--- src/rtl/rb_pkg.sv ---
// Shared types and register map for the parametrised register bank.
// Offsets are relative to DEPTH, the first address above the data array.
package rb_pkg;

    typedef enum logic [1:0] {
        IDLE,
        START,
        BUSY,
        DONE
    } rb_state_e;

    localparam int NUM_REGS      = 4;
    localparam int OFS_LENGTH    = 0;
    localparam int OFS_MAX_BURST = 1;
    localparam int OFS_CTRL      = 2;
    localparam int OFS_STATUS    = 3;

    localparam int CTRL_START = 0;
    localparam int CTRL_RW    = 1;

    localparam int STAT_BUSY = 0;
    localparam int STAT_DONE = 1;
    localparam int STAT_ERR  = 2;

endpackage

--- src/rtl/rb_xfer_fsm.sv ---
// Transfer sequencer: start pulse, busy/done tracking and sticky error.
// Also holds the STATUS bits, which clear on an RC read of STATUS.
module rb_xfer_fsm
    import rb_pkg::*;
(
    input  logic      clk,
    input  logic      rst,
    input  logic      start_wr,
    input  logic      len_nonzero,
    input  logic      db_rb_done,
    input  logic      status_rd,
    input  logic      err_set,
    output rb_state_e state,
    output logic      rb_db_start,
    output logic      busy,
    output logic      done,
    output logic      err
);

    rb_state_e state_n;

    always_ff @(posedge clk) begin
        if (rst) begin
            state <= IDLE;
        end else begin
            state <= state_n;
        end
    end

    always_comb begin
        state_n = state;
        unique case (state)
            IDLE: begin
                if (start_wr && len_nonzero) begin
                    state_n = START;
                end
            end
            START: state_n = BUSY;
            BUSY: begin
                if (db_rb_done) begin
                    state_n = DONE;
                end
            end
            DONE: state_n = IDLE;
            default: state_n = IDLE;
        endcase
    end

    // Completion outranks a same-cycle STATUS read so done is never lost.
    always_ff @(posedge clk) begin
        if (rst) begin
            done <= 1'b0;
            err  <= 1'b0;
        end else begin
            if (status_rd) begin
                done <= 1'b0;
                err  <= 1'b0;
            end
            if (state == START) begin
                done <= 1'b0;
            end
            if (state == DONE) begin
                done <= 1'b1;
            end
            if (err_set) begin
                err <= 1'b1;
            end
        end
    end

    assign busy        = (state != IDLE);
    assign rb_db_start = (state == START);

endmodule

--- src/rtl/register_bank_param.sv ---
// Register bank between RC and DB: data array, control/status registers,
// registered req/ack handshakes on both ports and state-based ownership.
module register_bank_param
    import rb_pkg::*;
#(
    parameter int DATA_W = 8,
    parameter int DEPTH  = 256,
    parameter int ADDR_W = 9
) (
    input  logic              clk,
    input  logic              rst,
    input  logic              rc_rb_req,
    input  logic              rc_rb_rw,
    input  logic [ADDR_W-1:0] rc_rb_addr,
    input  logic [DATA_W-1:0] rc_rb_data,
    output logic              rb_rc_ack,
    output logic [DATA_W-1:0] rb_rc_data,
    output logic              rb_rc_err,
    input  logic              db_rb_req,
    input  logic              db_rb_rw,
    input  logic [ADDR_W-1:0] db_rb_addr,
    input  logic [DATA_W-1:0] db_rb_data,
    input  logic              db_rb_done,
    output logic              rb_db_ack,
    output logic [DATA_W-1:0] rb_db_data,
    output logic              rb_db_start,
    output logic              rb_db_rw,
    output logic [DATA_W-1:0] rb_db_length,
    output logic [DATA_W-1:0] rb_db_max_burst_size,
    output logic              idle
);

    localparam int IDX_W = (DEPTH > 1) ? $clog2(DEPTH) : 1;

    localparam logic [ADDR_W:0] ARR_END = (ADDR_W+1)'(DEPTH);
    localparam logic [ADDR_W:0] REG_END = (ADDR_W+1)'(DEPTH + NUM_REGS);

    localparam logic [ADDR_W-1:0] A_LEN  = ADDR_W'(DEPTH + OFS_LENGTH);
    localparam logic [ADDR_W-1:0] A_MB   = ADDR_W'(DEPTH + OFS_MAX_BURST);
    localparam logic [ADDR_W-1:0] A_CTRL = ADDR_W'(DEPTH + OFS_CTRL);
    localparam logic [ADDR_W-1:0] A_STAT = ADDR_W'(DEPTH + OFS_STATUS);

    logic [DATA_W-1:0] mem [DEPTH];

    rb_state_e         state;
    logic              st_busy;
    logic              st_done;
    logic              st_err;
    logic [DATA_W-1:0] length_q;
    logic [DATA_W-1:0] max_burst_q;
    logic              ctrl_rw_q;

    logic              rc_acc;
    logic              rc_in_arr;
    logic              rc_oob;
    logic              hit_len;
    logic              hit_mb;
    logic              hit_ctrl;
    logic              hit_stat;
    logic              rc_err_c;
    logic              rc_ok;
    logic              start_wr;
    logic              status_rd;
    logic              len_nonzero;
    logic [IDX_W-1:0]  rc_idx;
    logic [DATA_W-1:0] rc_rdata_c;
    logic [DATA_W-1:0] status_w;
    logic [DATA_W-1:0] ctrl_w;

    logic              db_acc;
    logic              db_ok;
    logic [IDX_W-1:0]  db_idx;
    logic [DATA_W-1:0] db_rdata_c;

    logic              is_idle;

    rb_xfer_fsm u_fsm (
        .clk         (clk),
        .rst         (rst),
        .start_wr    (start_wr),
        .len_nonzero (len_nonzero),
        .db_rb_done  (db_rb_done),
        .status_rd   (status_rd),
        .err_set     (rc_err_c),
        .state       (state),
        .rb_db_start (rb_db_start),
        .busy        (st_busy),
        .done        (st_done),
        .err         (st_err)
    );

    assign is_idle     = (state == IDLE);
    assign len_nonzero = |length_q;
    assign rc_idx      = rc_rb_addr[IDX_W-1:0];
    assign db_idx      = db_rb_addr[IDX_W-1:0];

    always_comb begin
        status_w            = '0;
        status_w[STAT_BUSY] = st_busy;
        status_w[STAT_DONE] = st_done;
        status_w[STAT_ERR]  = st_err;
        ctrl_w              = '0;
        ctrl_w[CTRL_RW]     = ctrl_rw_q;
    end

    always_comb begin
        rc_acc    = rc_rb_req & ~rb_rc_ack;
        rc_in_arr = ({1'b0, rc_rb_addr} < ARR_END);
        rc_oob    = ({1'b0, rc_rb_addr} >= REG_END);
        hit_len   = (rc_rb_addr == A_LEN);
        hit_mb    = (rc_rb_addr == A_MB);
        hit_ctrl  = (rc_rb_addr == A_CTRL);
        hit_stat  = (rc_rb_addr == A_STAT);
        rc_err_c  = rc_acc & (
                      rc_oob
                    | (rc_in_arr & ~is_idle)
                    | (rc_rb_rw & (hit_len | hit_ctrl) & ~is_idle)
                    | (rc_rb_rw & hit_stat)
                    | (rc_rb_rw & hit_ctrl
                       & rc_rb_data[CTRL_START] & ~len_nonzero));
        rc_ok     = rc_acc & ~rc_err_c;
        start_wr  = rc_ok & rc_rb_rw & hit_ctrl & rc_rb_data[CTRL_START];
        status_rd = rc_ok & ~rc_rb_rw & hit_stat;
    end

    always_comb begin
        rc_rdata_c = '0;
        if (rc_ok && !rc_rb_rw) begin
            unique case (1'b1)
                rc_in_arr: rc_rdata_c = mem[rc_idx];
                hit_len:   rc_rdata_c = length_q;
                hit_mb:    rc_rdata_c = max_burst_q;
                hit_ctrl:  rc_rdata_c = ctrl_w;
                hit_stat:  rc_rdata_c = status_w;
                default:   rc_rdata_c = '0;
            endcase
        end
    end

    // DB only touches the array while the transfer is in BUSY.
    always_comb begin
        db_acc     = db_rb_req & ~rb_db_ack;
        db_ok      = db_acc & (state == BUSY)
                   & ({1'b0, db_rb_addr} < ARR_END);
        db_rdata_c = (db_ok && !db_rb_rw) ? mem[db_idx] : '0;
    end

    always_ff @(posedge clk) begin
        if (!rst) begin
            if (rc_ok && rc_rb_rw && rc_in_arr) begin
                mem[rc_idx] <= rc_rb_data;
            end else if (db_ok && db_rb_rw) begin
                mem[db_idx] <= db_rb_data;
            end
        end
    end

    always_ff @(posedge clk) begin
        if (rst) begin
            rb_rc_ack   <= 1'b0;
            rb_rc_data  <= '0;
            rb_rc_err   <= 1'b0;
            length_q    <= '0;
            max_burst_q <= '0;
            ctrl_rw_q   <= 1'b0;
        end else begin
            rb_rc_ack  <= rc_acc;
            rb_rc_data <= rc_rdata_c;
            rb_rc_err  <= rc_err_c;
            if (rc_ok && rc_rb_rw) begin
                if (hit_len) begin
                    length_q <= rc_rb_data;
                end
                if (hit_mb) begin
                    max_burst_q <= rc_rb_data;
                end
                if (hit_ctrl) begin
                    ctrl_rw_q <= rc_rb_data[CTRL_RW];
                end
            end
        end
    end

    always_ff @(posedge clk) begin
        if (rst) begin
            rb_db_ack  <= 1'b0;
            rb_db_data <= '0;
        end else begin
            rb_db_ack  <= db_acc;
            rb_db_data <= db_rdata_c;
        end
    end

    assign rb_db_rw             = ctrl_rw_q;
    assign rb_db_length         = length_q;
    assign rb_db_max_burst_size = max_burst_q;

    assign idle = is_idle & ~rc_rb_req & ~db_rb_req
                & ~rb_rc_ack & ~rb_db_ack;

endmodule

--- config.mk ---
export PLATFORM = sky130hd
export DESIGN_NAME = register_bank_param
export DESIGN_NICKNAME = d
export VERILOG_FILES = /design/src/rtl/rb_pkg.sv /design/src/rtl/rb_xfer_fsm.sv /design/src/rtl/register_bank_param.sv
export SDC_FILE = /design/constraint.sdc
export NUM_CORES = 2
export LEC_CHECK = 0
export CAP_MARGIN = 10
export CELL_PAD_IN_SITES_DETAIL_PLACEMENT = 1
export CELL_PAD_IN_SITES_GLOBAL_PLACEMENT = 2
export CORE_AREA = 2 2 572 574
export DETAILED_ROUTE_END_ITERATION = 7
export DIE_AREA = 0 0 574 576
export PLACE_DENSITY_LB_ADDON = 0.1
export SKIP_CTS_REPAIR_TIMING = 1
export SYNTH_ARGS = -nofsm -noshare
export SYNTH_HDL_FRONTEND = slang
export SYNTH_SLANG_ARGS = --single-unit
--- constraint.sdc ---
create_clock -name clk -period 8.9 [get_ports clk]
set_input_delay 1.78 -clock clk [delete_from_list [all_inputs] [get_ports clk]]
set_output_delay 1.78 -clock clk [all_outputs]
set_load 0.02 [all_outputs]
Yosys cells after proc, flatten, opt, wreduce, memory -nomap -nowiden
Memory sizes are Yosys's and may differ from the RTL's. A register that Yosys moved wholly into a read port is not among the register bits. Cells that the tools add are included.

Bits in registers: 32. Latch bits: 0. RAM bits: 2048. ROM bits: 0. Input port bits: 41. Memories kept: 1.

Memories: mem (words 256, width 8, rd ports 2, clocked after Yosys merged registers in 1, write ports 1, line register_bank_param.sv:43) `logic [DATA_W-1:0] mem [DEPTH];`.

$add $sub $neg: 0. Multiply operators: 0. Div/mod/pow operators: 0. $lt $le $gt $ge: 3. Equal/unequal tests: 9. Shifts and indexed selects: 0. Muxes and demuxes: 18. Bitwise gates (word level): 37. Reduce and logical (&&, ||, !) cells: 20.

Operators by type and width (number): one-hot mux 8 bit (5 select lines) (1); equality test 9 bit, second input constant (4); AND 1 bit (22); less-than comparator 9 bit, second input constant (2); 2-to-1 mux 8 bit (2); OR reduction 8 bit (2); 2-to-1 mux 1 bit (12); NOT 1 bit (10); greater-or-equal comparator 9 bit, second input constant (1); one-hot mux 2 bit (4 select lines) (1); AND reduction 2 bit (4); logical AND 1 bit (6); OR 1 bit (5); equality test 2 bit, second input constant (2); 2-to-1 mux 2 bit (2); nonzero test 2 bit (2); OR reduction 2 bit (2); nonzero test 3 bit (1); equality test 2 x 1 -> 1 bit, second input constant (1); zero test 1 bit (2); zero test 2 bit (1); != test 2 x 1 -> 1 bit, second input constant (1); != test 2 bit, second input constant (1).

Depth between registers and ports, before layout
Depth in word-level cells: 17. Gate-level depth with buffers: 13. Mapped depth without buffers: 9.

Cells and area by module
From an unflattened synthesis, not the netlist that was laid out.

Cells, all modules: 4840. Area, all modules: 97310.8 um^2.

Modules (own cells, without submodules): register_bank_param (times used 1, cells each 4813, area an instance 97060.6 um^2, sequential area each 62219.7 um^2); rb_xfer_fsm (times used 1, cells each 27, area an instance 250.2 um^2, sequential area each 80.1 um^2).

Worst setup path before layout
OpenSTA, ideal clock, no wires.

Path type: input -> register. Start: in rst. End: mem mem[0][0] (data pin). Arrival time: 6.009 ns. Slack: 2.066 ns. Stages on the path: 7. Buffers on the path: 3. Cells stage by stage: clkbuf_1 -> nor3b_1 -> o211a_1 -> buf_2 -> buf_2 -> nand2_1 -> nand2_1.

Longest elaborated chain between the ends: 4.

Ends and longest elaborated chain: start: declaration (line register_bank_param.sv:11) `input logic rst,`; 2-to-1 mux 1 bit (line register_bank_param.sv:149) `if (!rst) begin`; 2-to-1 mux 1 bit (implied by the code) (line register_bank_param.sv:153) `mem[db_idx] <= db_rb_data;`; OR reduction 8 bit (no line); 2-to-1 mux 8 bit (no line); end: declaration (line register_bank_param.sv:43).

Every way passes these cells.

Final worst setup path
Start: in rst. End: mem mem[102][0], enable pin.

Longest elaborated chain between the ends: 4. Elaborated cells on any way between the ends: 7. Classes of those cells: 6 x mux; 1 x reduce/logical.

Ends and longest elaborated chain (line): 2-to-1 mux 1 bit (register_bank_param.sv:149); 2-to-1 mux 1 bit (implied by the code) (register_bank_param.sv:153); OR reduction 8 bit (no line); 2-to-1 mux 8 bit (no line) or 2-to-1 mux 1 bit (tied branches).

Several ways; a longest one is shown, not always the timed one.

==> results_dict.tcl <==
set metrics [dict create \
    antenna_found_initial 31 \
    grt_pass1_wl_mm 529 \
    tightest_slew_ns 1.34 \
    min_path_type "flop to flop" \
    cts_tree "built" \
    cts-htree-levels 4 \
    powerDensity_nw_per_um2 205 \
    start_kind "input port" \
    core-area_um2 325000 \
    fin_crit_sh_pct 67.4 \
    synth-async-reset-ratio_pct 0 \
    postSynthCellCount 4779 \
    vias 53900 \
    clk_path_buf_depth 4 \
    clock_skew_ns 0.0724 \
    nets 4953 \
    wl_per_cell_um 41.5 \
    grt_pass1_vias 56600 \
    first_pass_iters 6 \
    rrSetupSlack_ns 4.06 \
    end_kind "flop" \
    final_cell_area_um2 111000 \
    crit_slowest_cell "nor2_1" \
    portBuffers 78 \
    period_minus_slack_ns 6.00 \
    cp_common_cell "buf_4" \
    drtIter0Drc 5832 \
    p_leak_nw 33.9 \
    via_per_inst 5.69 \
    gp_congestion 0.841 \
    critical_path.max_stage_delay_ns 0.73 \
    ios 79 \
    ys_warn_count 0 \
    fin_cells 9465 \
    dp_hpwl_mm 263 \
    netlist_top_cells_area "edfxtp_1 63%, mux4_2 27%, mux2i_1 1.8%" \
    drc_errors 0 \
    wirelength_mm 392 \
    grt_overflow 0 \
    relSlewSlack_pct 10.6 \
    rsz0062_at_grt "no" \
    report.final.slew_viol_count 0 \
    die_h_um 576 \
    ir_drop_uv 166 \
    fmax_mhz 167 \
    floorplan.initialDensity_pct 29.9 \
    yosysSeqAreaShare_pct 64.1 \
    synth-seq-cells 2088 \
    syn_nets 4824 \
    cp.required_ns 9.43 \
    netlist_area_um2 97100 \
    dp.cells 9009 \
    clock-sinks 2088 \
    maxCapViolCount 0 \
    finalSetupViolCount 0 \
    avgSynthCellArea_um2 20.3 \
    die_w_um 574 \
    grt_start_max_net_pins 172 \
    synthFlopType "edfxtp_1" \
    row_count 210 \
    crit_fanout 26 \
    syn_to_final_growth_pct 14.7 \
    worstSetupPathType "input port to flop" \
    dpl_cell_area_um2 104000 \
    grt.total_usage_pct 23.5 \
    cts_root_buffer "clkbuf_16" \
    synth_top_cell_by_area "edfxtp_1" \
    clk_pin_slew_worst_paths_ns 0.06 \
    synth_edf_count 2048 \
    clock_latency_ns 0.94 \
    crit_arrival_ns 6.53 \
    drive_gt1_share_pct 34.0 \
    final_util_pct 34.3 \
    postRouteAntennaNets 0 \
    final-hold-violation-count 0 \
    status "complete, no violations" \
    fin_tns_setup_ns 0 \
    crit_chain "clkdlybuf4s50_1 > buf_4 > nor3b_1 > o211a_1 > buf_4 > nand3b_1 > o21ai_0 > and2_1 > nand2_1 > buf_4 > nor2_1" \
    dieArea_um2 331000 \
    ys_types 60 \
    yosys.area.top_type_share_pct 63.3 \
    numCtsBuffers 241 \
]
worst paths after layout:
kind	from	to	cells after the start
worst max register to register	u_fsm.state[0]$_SDFFE_PP0P_	mem[102][0]$_DFFE_PP_	10
worst min-delay path	u_fsm.done$_SDFFE_PP0P_	u_fsm.done$_SDFFE_PP0P_	2
worst min register to register	u_fsm.done$_SDFFE_PP0P_	u_fsm.done$_SDFFE_PP0P_	2
worst max-delay path	rst	mem[102][0]$_DFFE_PP_	11
routing by layer:
metal  wire length [um]  track usage, %  share of wire (%)  vias up
met2             184000            37.4                 47     1746
met3              19900            3.20                5.1      409
li1                   -               -                  -    21100
met5                 46               0              0.012        -
met4              12000            6.55                3.1        6
met1             176000            33.7                 45    30600
Yosys cell counts (5+ instances only):
master    number
edfxtp_1    2048
mux4_2      1148
nor2_1       305
clkbuf_1     198
mux2i_1      176
nand2_1      142
a22oi_1       93
buf_2         86
o22ai_1       61
buf_4         45
a21oi_1       43
buf_1         41
dfxtp_1       40
a221oi_1      31
o21ai_0       29
nand3_1       25
a22o_1        23
nor2b_1       19
nand2b_1      16
nor3_1        15
nand4_1       14
buf_6         13
o211ai_1      13
or4_1         13
a31oi_1       11
and2_1        11
mux2_2        11
nand3b_1      11
inv_1         10
a211oi_1       7
o221ai_1       7
o311ai_0       7
o31ai_1        6
a211o_1        5
o31a_1         5
or3_1          5
stage by stage:
stage | power [W] | hold slack [ns] | setup WS, ns
after global routing | 0.0235 | 0.543 | 2.63
after CTS | 0.0232 | 0.517 | 3.01
final | 0.0229 | 0.522 | 2.90
after detailed placement | 0.0130 | 0.495 | 2.03
after floorplan | 0.0121 | 0.454 | 2.07
after global placement | 0.0130 | 0.477 | 2.04
critical path, delay by kind of cell:
kind	cells	cell delay (ns)
compound gates	2	0.85
simple gates	5	2.31
buf+inv	4	1.54
cells in the final DEF (no fill, tap or decap), types with 34 or more instances in the layout:
cell	Yosys	final
edfxtp_1	2048	2048
mux4_2	1148	1148
nor2_1	305	301
clkbuf_16	0	242
mux2i_1	176	176
buf_4	45	158
nand2_1	142	134
a22oi_1	93	93
clkdlybuf4s50_1	0	66
o22ai_1	61	61
clkinv_2	0	55
clkinv_1	0	52
a21oi_1	43	43
clkbuf_1	198	42
dfxtp_1	40	40
buf_12	0	34
kinds of logic after synthesis:
family | share of synthesized area [%]
compound gates | 2.66
fa+ha+maj | 0.0515
buf+inv | 1.90
flops | 64.1
mux | 28.6
simple gates | 2.68
flip-flops by register name, summed over array words and instances, names as in the netlist:
register / count
rb_db_length: 8
u_fsm.state: 2
rb_rc_err: 1
rb_db_rw: 1
rb_db_ack: 1
rb_db_data: 8
rb_rc_ack: 1
u_fsm.err: 1
rb_rc_data: 8
mem: 2048
rb_db_max_burst_size: 8
u_fsm.done: 1
layout make-up:
type | count | area, um^2
Clock buffer | 284 | 6210
Fill cell | 31900 | 214000
Antenna cell | 10 | 25.0
Inverter | 10 | 37.5
Sequential cell | 2088 | 62300
Tap cell | 4346 | 5440
Timing Repair Buffer | 269 | 2650
Clock inverter | 160 | 1650
Multi-Input combinational cell | 2298 | 33100
power breakdown:
group          total (W)  switching [W]  internal [W]
Clock             0.0102        0.00430       0.00587
Combinational    0.00192        0.00124      0.000677
Sequential        0.0108     0.00000389        0.0108
No activity file was read; power rests on OpenSTA's default activity.
